--- src/rtl/variable_node_update.sv ---
// Variable-node update for an LDPC min-sum/BP decoder column.
// Captures one column's operands, then reuses a single IEEE-754 single
// add/sub unit over four sequential states: total = llr + col_sum, then
// qk = total - rk for k = 1..3. Arithmetic flushes denormals, truncates
// after a 3-guard-bit alignment and saturates instead of producing Inf/NaN.
module variable_node_update (
  input  logic        clk,
  input  logic        clr,
  input  logic        start,
  input  logic [31:0] col_sum,
  input  logic [31:0] llr,
  input  logic [31:0] r1,
  input  logic [31:0] r2,
  input  logic [31:0] r3,
  output logic [31:0] total_out,
  output logic [31:0] q1,
  output logic [31:0] q2,
  output logic [31:0] q3,
  output logic        hard_bit,
  output logic        busy,
  output logic        done
);

  typedef enum logic [2:0] {
    IDLE  = 3'd0,
    TOTAL = 3'd1,
    EXT1  = 3'd2,
    EXT2  = 3'd3,
    EXT3  = 3'd4,
    DONE  = 3'd5
  } state_t;

  state_t      state, state_nxt;

  // Operands captured on the accepting edge, held for the whole column.
  logic [31:0] llr_p0, col_sum_p0, r1_p0, r2_p0, r3_p0;

  // Shared adder operands and result.
  logic [31:0] op_a, op_b, add_res;

  // Map special encodings onto the finite range the adder understands:
  // exponent 0 becomes a (signed) zero, exponent 255 becomes max finite.
  function automatic logic [31:0] fp_sanitize(input logic [31:0] w);
    logic [31:0] res;
    res = w;
    if (w[30:23] == 8'd0)
      res = {w[31], 31'd0};
    else if (w[30:23] == 8'hFF)
      res = {w[31], 31'h7F7F_FFFF};
    return res;
  endfunction

  // Truncate a normalised 27-bit significand (hidden bit at [26], three
  // guard bits at [2:0]) and saturate the exponent: underflow gives +0,
  // overflow gives max finite with the result sign.
  function automatic logic [31:0] fp_pack(input logic              sign,
                                          input logic signed [9:0] exp,
                                          input logic [26:0]       norm);
    logic [31:0] res;
    if (exp <= 10'sd0)
      res = 32'd0;
    else if (exp >= 10'sd255)
      res = {sign, 31'h7F7F_FFFF};
    else
      res = {sign, exp[7:0], norm[25:3]};
    return res;
  endfunction

  // Single-precision add. The larger-magnitude operand sets the result sign
  // and reference exponent; the smaller one is shifted right with no sticky
  // bit, so low-order bits are simply dropped. Any zero result is +0.
  function automatic logic [31:0] fp_add(input logic [31:0] a,
                                         input logic [31:0] b);
    logic [31:0]       sa, sb, x, y, res;
    logic [26:0]       mx, my, ms;
    logic [7:0]        d;
    logic [27:0]       sum;
    logic [4:0]        lz;
    logic signed [9:0] er;
    sa = fp_sanitize(a);
    sb = fp_sanitize(b);
    if (sb[30:0] > sa[30:0]) begin
      x = sb;
      y = sa;
    end else begin
      x = sa;
      y = sb;
    end
    mx = (x[30:23] == 8'd0) ? 27'd0 : {1'b1, x[22:0], 3'b000};
    my = (y[30:23] == 8'd0) ? 27'd0 : {1'b1, y[22:0], 3'b000};
    d  = x[30:23] - y[30:23];
    ms = (d >= 8'd27) ? 27'd0 : (my >> d);
    if (x[31] == y[31])
      sum = {1'b0, mx} + {1'b0, ms};
    else
      sum = {1'b0, mx} - {1'b0, ms};
    // Left-normalisation distance: position of the leading one below bit 26.
    lz = 5'd0;
    for (int i = 0; i < 27; i++)
      if (sum[i]) lz = 5'(26 - i);
    er = $signed({2'b00, x[30:23]});
    if (sum == 28'd0)
      res = 32'd0;
    else if (sum[27])
      res = fp_pack(x[31], er + 10'sd1, sum[27:1]);
    else
      res = fp_pack(x[31], er - $signed({5'b00000, lz}), sum[26:0] << lz);
    return res;
  endfunction

  // State register; clr aborts any column in flight.
  always_ff @(posedge clk) begin
    if (clr)
      state <= IDLE;
    else
      state <= state_nxt;
  end

  // Next state, shared-adder operand steering and status outputs.
  always_comb begin
    state_nxt = state;
    op_a      = total_out;
    op_b      = 32'd0;
    busy      = 1'b1;
    done      = 1'b0;
    case (state)
      IDLE: begin
        busy = 1'b0;
        if (start) state_nxt = TOTAL;
      end
      TOTAL: begin
        state_nxt = EXT1;
        op_a      = llr_p0;
        op_b      = col_sum_p0;
      end
      EXT1: begin
        state_nxt = EXT2;
        op_b      = {~r1_p0[31], r1_p0[30:0]};
      end
      EXT2: begin
        state_nxt = EXT3;
        op_b      = {~r2_p0[31], r2_p0[30:0]};
      end
      EXT3: begin
        state_nxt = DONE;
        op_b      = {~r3_p0[31], r3_p0[30:0]};
      end
      DONE: begin
        state_nxt = IDLE;
        done      = 1'b1;
      end
      default: begin
        state_nxt = IDLE;
      end
    endcase
  end

  assign add_res = fp_add(op_a, op_b);

  // Stage p0: operand capture on the accepting edge only.
  always_ff @(posedge clk) begin
    if (clr) begin
      llr_p0     <= 32'd0;
      col_sum_p0 <= 32'd0;
      r1_p0      <= 32'd0;
      r2_p0      <= 32'd0;
      r3_p0      <= 32'd0;
    end else if (state == IDLE && start) begin
      llr_p0     <= llr;
      col_sum_p0 <= col_sum;
      r1_p0      <= r1;
      r2_p0      <= r2;
      r3_p0      <= r3;
    end
  end

  // Result registers: each one is written on the edge leaving its state
  // and otherwise holds the previous column's value.
  always_ff @(posedge clk) begin
    if (clr) begin
      total_out <= 32'd0;
      hard_bit  <= 1'b0;
      q1        <= 32'd0;
      q2        <= 32'd0;
      q3        <= 32'd0;
    end else begin
      case (state)
        TOTAL: begin
          total_out <= add_res;
          hard_bit  <= add_res[31];
        end
        EXT1:    q1 <= add_res;
        EXT2:    q2 <= add_res;
        EXT3:    q3 <= add_res;
        default: ;
      endcase
    end
  end

endmodule

--- config.mk ---
export PLATFORM = sky130hd
export DESIGN_NAME = variable_node_update
export DESIGN_NICKNAME = d
export VERILOG_FILES = /design/src/rtl/variable_node_update.sv
export SDC_FILE = /design/constraint.sdc
export NUM_CORES = 1
export LEC_CHECK = 0
export CAP_MARGIN = 30
export CORE_MARGIN = 2
export CORE_UTILIZATION = 27
export CTS_CLUSTER_DIAMETER = 100
export CTS_CLUSTER_SIZE = 20
export DETAILED_ROUTE_END_ITERATION = 8
export MAX_ROUTING_LAYER = met4
export PLACE_DENSITY = 0.53
export RECOVER_POWER = 25
export SYNTH_ARGS = -nofsm -noshare
export SYNTH_HDL_FRONTEND = slang
export SYNTH_SLANG_ARGS = --single-unit
--- constraint.sdc ---
create_clock -name clk -period 14.8 [get_ports clk]
set_clock_uncertainty 0.1 [all_clocks]
set_input_delay 2.96 -clock clk [delete_from_list [all_inputs] [get_ports clk]]
set_output_delay 2.96 -clock clk [all_outputs]
set_load 0.05 [all_outputs]
==> results of run 1 <==
synth_stat cells, types with 39 or more instances:
cell | number | area [um2]
nand2_1 | 578 | 2170
a21oi_1 | 370 | 1850
dfxtp_1 | 291 | 5830
nor2_1 | 218 | 818
clkbuf_1 | 143 | 537
o21ai_0 | 97 | 485
ha_1 | 68 | 851
nand3_1 | 66 | 330
mux2i_1 | 57 | 571
nor3_1 | 48 | 240
o21ai_1 | 41 | 205
xnor2_1 | 41 | 359
inv_1 | 40 | 150
a22o_1 | 39 | 342
registers in the layout (all words and copies together), names as in the netlist:
name / flops
col_sum_p0: 32
llr_p0: 32
q1: 32
q2: 32
q3: 32
r1_p0: 32
r2_p0: 32
r3_p0: 32
state: 3
total_out: 32
area by class of cell:
cell class,count,area share
Multi-Input combinational cell,2241,0.538
Sequential cell,291,0.227
Timing Repair Buffer,446,0.162
Tap cell,969,0.0473
Clock buffer,18,0.0176
Inverter,43,0.00629
Clock inverter,2,0.00107
timing repair:
action,CTS,global route
setup endpoints to repair,25,128
pin swaps,0,8
gates cloned,0,1
gates resized for setup,2,56
buffers inserted,0,3
per-stage QoR:
stage                     std cells  utilization  setup slack (ns)  area, um2  hold slack, ns
after floorplan                2774            -           0.00676      20400           0.331
after global placement         3983        0.333             0.155      24800           0.340
after detailed placement       3985        0.333           -0.0309      24900           0.344
after CTS                      4005        0.340            0.0525      25300           0.355
after global routing           4010        0.344            -0.108      25600           0.362
final                          4010        0.344             0.804      25600           0.349
placed cells by master (no fill, tap or decap), types with 24 or more instances in the layout:
cell type and n:
a21oi_1 366, xor2_1 24, buf_4 146, o22ai_1 32
xnor2_1 40, dfxtp_1 289, nand3_1 65, clkdlybuf4s50_1 258
a22o_1 39, mux2i_1 54, ha_1 67, nand4_1 27
o21ai_1 42, o21ai_0 96, o21a_1 30, nor2_1 212
nor3_1 44, inv_1 40, nand2_1 572, a211oi_1 29
dlygate4sd3_1 34
worst paths after layout:
check / startpoint / endpoint / slack, ns
max: state[2]$_SDFFE_PP0P_ / q3[6]$_SDFFE_PP0N_ / 0.80
min: q3[3]$_SDFFE_PP0N_ / q3[3]$_SDFFE_PP0N_ / 0.35
max reg2reg: state[2]$_SDFFE_PP0P_ / q3[6]$_SDFFE_PP0N_ / 0.80
min reg2reg: q3[3]$_SDFFE_PP0N_ / q3[3]$_SDFFE_PP0N_ / 0.35
cell families (layout without fill, tap and decap cells):
kind of cell,Yosys count,count (layout)
xor+xnor,67,67
buf+inv,243,509
mux,84,85
flops,291,291
simple gates,1080,1080
fa+ha+maj,70,70
compound gates,939,939
worst register-to-register path, delay by kind of cell (launching register included):
family	cells	cell delay, ns
AO/OA/AOI/OAI	27	5.63
XOR/XNOR	2	0.33
adder cells (fa/ha/maj)	7	1.82
buffers and inverters	6	0.82
flip-flops	1	0.40
multiplexers	2	0.75
AND/OR/NAND/NOR	19	4.03
routing by layer:
metal	vias up	global-route usage	wire, um
li1	10600	-	-
met1	10500	0.307	40100
met2	865	0.352	40600
met3	119	0.0247	5760
met4	0	0.0593	2400
met5	-	-	0
==> impl_results.rst, run 1 <==
.. list-table::
   :header-rows: 1

   * - Metric
     - Value
   * - Critical path depth
     - 63
   * - Fraction of registers with async set or reset after synthesis
     - 0
   * - Via count
     - ~22000
   * - Compound-cell area share of the yosys netlist
     - 0.303
   * - Total area of multi-input combinational cells
     - 13800 um2
   * - Number of cells produced by synthesis
     - 2774
   * - Post-DR vias/cell
     - about 5.5
   * - TritonCTS clock tree
     - yes
   * - Crit path buf inv count
     - 6
   * - Fin. max-slew vios
     - 72
   * - Post-synthesis share of cell area spent on and, or, nand and nor gates
     - 0.236
   * - Floorplan die height
     - approximately 280 um
   * - Net Count, Synth
     - around 3000
   * - Number of iterations in the first detailed-routing pass
     - 5
   * - Number of top-level design ports
     - ~300
   * - Maximum clock insertion buffer count
     - 3
   * - WP data arrival
     - between 10 and 15 ns
   * - Fill count
     - around 8000
   * - Nature of the critical path startpoint
     - register
   * - Total clock sinks
     - roughly 290
   * - Final weighted congestion in routability-driven placement
     - between 0.9 and 1
   * - CTS Root Cell
     - clkbuf_16
   * - Flip-flop and latch count after synthesis
     - just under 300
   * - Vias in the first global route
     - between 20000 and 25000
   * - Leading register cell type out of synthesis
     - dfxtp_1
   * - Synthesized area
     - 20400 um2
   * - Max stage delay on crit path
     - 0.62 ns
   * - Post-synth EDFFs
     - 0
   * - Die outline area
     - about 78000 um2
   * - Critical path data required time
     - 15.11 ns
   * - First-pass GRT wire length
     - roughly 130 mm
   * - Antenna violations before repair
     - 0
   * - Count of routing violations after the opening detailed-route iteration
     - roughly 2200
   * - Layout cells sized above 1
     - 0.105
   * - Failing checks
     - max-capacitance violations, max-slew violations
   * - H-tree levels
     - 1
   * - Max Fanout on Critical Path
     - 12
   * - Number of standard-cell rows in the floorplan
     - 100
   * - Yosys cell types
     - around 110
   * - Total count of hold-check failures in the final report
     - 0
   * - Combinational family with the most area after synthesis
     - compound AO/OA/AOI/OAI gates
   * - Count of hold-fix buffers inserted at cts
     - 0
   * - TritonCTS buffer count
     - 18
   * - Number of warnings issued by yosys
     - 0
   * - Master of the slowest instance on the critical path
     - or4_1
   * - Detailed-placement wirelength estimate
     - roughly 69 mm
   * - Horizontal extent of the die
     - around 280 um
   * - Post-Synth XOR/XNOR Area
     - 0.0297
   * - Sum of negative setup slack
     - 0 ns
   * - HP Class
     - reg2reg
   * - Overflow left after global routing
     - 0
   * - Largest net degree at the start of global routing
     - 99
   * - Sequential element share of the synthesized area
     - 0.286
   * - Remaining antenna violation count
     - 0
   * - Area Growth Syn to Fin
     - 26.0%
   * - Part of the cycle the worst path needs
     - 0.946
   * - Crit path time final
     - 14.00 ns
   * - # Max-Cap Violations
     - 1
   * - Average wire length per cell after detail routing
     - about 22 um
   * - Post-synthesis mux area share
     - 0.0509
   * - DRC violations left
     - 0
   * - Syn_area_per_cell
     - around 7.3 um2
   * - Number of stages on the worst hold path
     - 2
   * - Outcome
     - finished, violations left
   * - Element type at the critical path end
     - register
   * - Core area
     - around 75000 um2
   * - Initial Utilization
     - 0.273
   * - Worst-Skew Late Latency
     - about 0.55 ns
   * - Adder-cell share of the synthesized area
     - 0.0437
   * - Register area
     - approximately 6000 um2
   * - Clock-pin transition on the worst setup and hold timing paths
     - 0.08 ns
   * - Total wire length after detailed routing
     - between 80 and 90 mm
   * - Max-slew headroom at the worst pin
     - -1.49
   * - Number of diodes
     - 0
   * - Global Route Usage Sum
     - 0.225
   * - Worst Setup Path Type
     - reg2reg
   * - Setup violation total in the final timing report
     - 0
   * - Peak Freq
     - just over 70 MHz
   * - Pin slew with the least headroom to its limit
     - between 3 and 4 ns
   * - Quantity of I/O buffers inserted on ports
     - between 200 and 300
   * - FF-to-FF path depth
     - between 60 and 70
   * - Nets
     - approximately 3300
   * - Cell seen most often among critical-path stages
     - a21oi_1
   * - CP delay by family, top
     - compound AO/OA/AOI/OAI gates
Power of run 1 is left out: the tool's default activity adds up to more than one toggle a clock period on the data nets, which glitch-free logic cannot reach.
==> run 2: changes to the inputs <==
--- a/config.mk
+++ b/config.mk
@@ -7,12 +7,12 @@
 export LEC_CHECK = 0
 export CAP_MARGIN = 30
 export CORE_MARGIN = 2
-export CORE_UTILIZATION = 27
+export CORE_UTILIZATION = 45
 export CTS_CLUSTER_DIAMETER = 100
 export CTS_CLUSTER_SIZE = 20
 export DETAILED_ROUTE_END_ITERATION = 8
 export MAX_ROUTING_LAYER = met4
-export PLACE_DENSITY = 0.53
+export PLACE_DENSITY = 0.77
 export RECOVER_POWER = 25
 export SYNTH_ARGS = -nofsm -noshare
 export SYNTH_HDL_FRONTEND = slang
==> impl_results.rst, run 2 (synthesized netlist as in run 1, its figures left out) <==
.. list-table::
   :header-rows: 1

   * - Metric
     - Value
   * - Horizontal extent of the die
     - 217 um (-22%)
   * - Fill count
     - 4204 (-47%)
   * - Remaining antenna violation count
     - 0 (unchanged)
   * - # Max-Cap Violations
     - 2 (+1)
   * - Placed Cells incl. Taps
     - 3643 (-8.6%)
   * - Element type at the critical path end
     - register
   * - Met2 capacity usage during global routing
     - 0.580 (+0.229)
   * - Worst Setup Path Type
     - reg2reg
   * - CP delay by family, top
     - simple AND/OR/NAND/NOR gates
   * - Max stage delay on crit path
     - 0.65 ns (+0.03 ns)
   * - Critical path data required time
     - 15.12 ns (about the same)
   * - Largest net degree at the start of global routing
     - 90 (-9.1%)
   * - Initial Utilization
     - 0.458 (+0.185)
   * - Number of standard-cell rows in the floorplan
     - 77 (-23%)
   * - Max Fanout on Critical Path
     - 16 (+4)
   * - Crit path time final
     - 14.07 ns (+0.0780 ns)
   * - Outcome
     - finished, violations left
   * - Pin slew with the least headroom to its limit
     - 3.31 ns (-0.422 ns)
   * - Post-layout instance count excluding filler cells
     - 3681 (-8.2%)
   * - Peak Freq
     - 71.1 MHz (-0.55%)
   * - Detailed-placement wirelength estimate
     - 68.3 mm (-1.3%)
   * - Via count
     - 23200 (+4.8%)
   * - TritonCTS buffer count
     - 19 (+1)
   * - Floorplan die height
     - 217 um (-22%)
   * - Met3 Track Usage GR
     - 0.0420 (+0.0173)
   * - Master of the slowest instance on the critical path
     - or4b_2
   * - Post-DR vias/cell
     - 6.30 (+14%)
   * - Total area of multi-input combinational cells
     - 13800 um2 (-0.30%)
   * - Fin. max-slew vios
     - 118 (+64%)
   * - Clock-pin transition on the worst setup and hold timing paths
     - 0.08 ns (about the same)
   * - First-pass GRT wire length
     - 131 mm (-1.3%)
   * - Setup violation total in the final timing report
     - 0 (unchanged)
   * - Area Growth Syn to Fin
     - 25.1%
   * - Layout Utilization
     - 0.574 (+0.230)
   * - Maximum clock insertion buffer count
     - 3 (unchanged)
   * - Global route hottest layer
     - met2
   * - Sum of negative setup slack
     - 0 ns (unchanged)
   * - Total clock sinks
     - 291 (unchanged)
   * - Max-slew headroom at the worst pin
     - -1.21 (+0.283)
   * - Quantity of I/O buffers inserted on ports
     - 293 (unchanged)
   * - Register area
     - 5830 um2 (unchanged)
   * - CTS Root Cell
     - clkbuf_16
   * - Cell seen most often among critical-path stages
     - ha_1
   * - Global Route Usage Sum
     - 0.365 (+0.140)
   * - DRC violations left
     - 0 (unchanged)
   * - Nets
     - 3320 (+1.4%)
   * - Commonest non-fill, non-tap cells in the layout
     - 577 x nand2_1, 365 x a21oi_1, 289 x dfxtp_1
   * - Crit path buf inv count
     - 6 (unchanged)
   * - Total wire length after detailed routing
     - 87.2 mm (-1.8%)
   * - Vias in the first global route
     - 21900 (+5.7%)
   * - Worst-Skew Late Latency
     - 0.53 ns (-0.02 ns)
   * - Cell area after placement
     - 24600 um2 (-0.93%)
   * - Count of routing violations after the opening detailed-route iteration
     - 2678 (+21%)
   * - Final Cell Area
     - 25500 um2 (-0.69%)
   * - Die outline area
     - 47000 um2 (-39%)
   * - Core area
     - 44400 um2 (-40%)
   * - H-tree levels
     - 1 (unchanged)
   * - Most frequent standard cell in the layout excluding fill and tap cells
     - nand2_1
   * - Number of diodes
     - 0 (unchanged)
   * - Antenna violations before repair
     - 0 (unchanged)
   * - Average wire length per cell after detail routing
     - 23.7 um (+7.0%)
   * - Met1 routing resource usage after global routing
     - 0.478 (+0.171)
   * - Total count of hold-check failures in the final report
     - 0 (unchanged)
   * - Part of the cycle the worst path needs
     - 0.951 (+0.00527)
   * - Overflow left after global routing
     - 0 (unchanged)
   * - Number of iterations in the first detailed-routing pass
     - 7 (+2)
   * - TritonCTS clock tree
     - yes
   * - HP Class
     - reg2reg
   * - WP data arrival
     - 14.39 ns (+0.09 ns)
   * - Failing checks
     - max-capacitance violations, max-slew violations
   * - Nature of the critical path startpoint
     - register
   * - Layout cells sized above 1
     - 0.118 (+0.0129)
   * - Final weighted congestion in routability-driven placement
     - 1.01 (+2.2%)
   * - Number of top-level design ports
     - 294 (unchanged)
## run 2: cell count changes in the layout (fill, tap and decap cells not counted), sizes merged
cell	change
inv	+2
clkbuf	+4
dlygate4sd3	-2
buf	+42
clkdlybuf4s50	+2
## run 2: metal layers
metal  part of all wire  up-vias
li1                   -    10700
met1               0.42    11100
met2               0.46     1179
met3              0.082      207
met4              0.041        0
met5                  0        -
## run 2: path summary, 6_finish.rpt
path | from | endpoint | slack (ns) | cells after the start
setup / recovery | state[0]$_SDFFE_PP0P_ | q1[18]$_SDFFE_PP0N_ | 0.73 | 63
hold / removal | col_sum_p0[5]$_SDFFE_PP0P_ | col_sum_p0[5]$_SDFFE_PP0P_ | 0.36 | 2
setup reg to reg | state[0]$_SDFFE_PP0P_ | q1[18]$_SDFFE_PP0N_ | 0.73 | 63
hold reg to reg | col_sum_p0[5]$_SDFFE_PP0P_ | col_sum_p0[5]$_SDFFE_PP0P_ | 0.36 | 2
## run 2: cell type report
| type | instances | area share |
|---|---|---|
| Multi-Input combinational cell | 2241 | 0.540 |
| Tap cell | 592 | 0.0291 |
| Clock buffer | 19 | 0.0187 |
| Timing Repair Buffer | 491 | 0.175 |
| Inverter | 43 | 0.00634 |
| Sequential cell | 291 | 0.229 |
| Clock inverter | 4 | 0.00177 |
## run 2: repair_timing
action / in CTS / in global routing
hold buffers: 0 / 0
endpoints found under the setup margin: 4 / 128
pin swaps: 2 / 17
resized for setup: 1 / 56
buffers inserted: 2 / 10
gates cloned: 0 / 3
## run 2: per-stage QoR
step,hold WS [ns],worst slack (ns)
2_1_floorplan,0.331,0.00676
3_3_place_gp,0.342,0.246
3_5_place_dp,0.347,-0.0257
4_1_cts,0.357,0.136
5_1_grt,0.372,-0.0959
6_report,0.356,0.726
## run 2: worst register-to-register path, delay by kind of cell (launching register included)
kind                     cells  cell delay (ns)
AO/OA/AOI/OAI               22             4.64
XOR/XNOR                     3             0.50
adder cells (fa/ha/maj)      6             1.63
buffers and inverters        6             0.90
flip-flops                   1             0.42
multiplexers                 2             0.54
AND/OR/NAND/NOR             24             5.26
Power of run 2 is left out for the same reason.
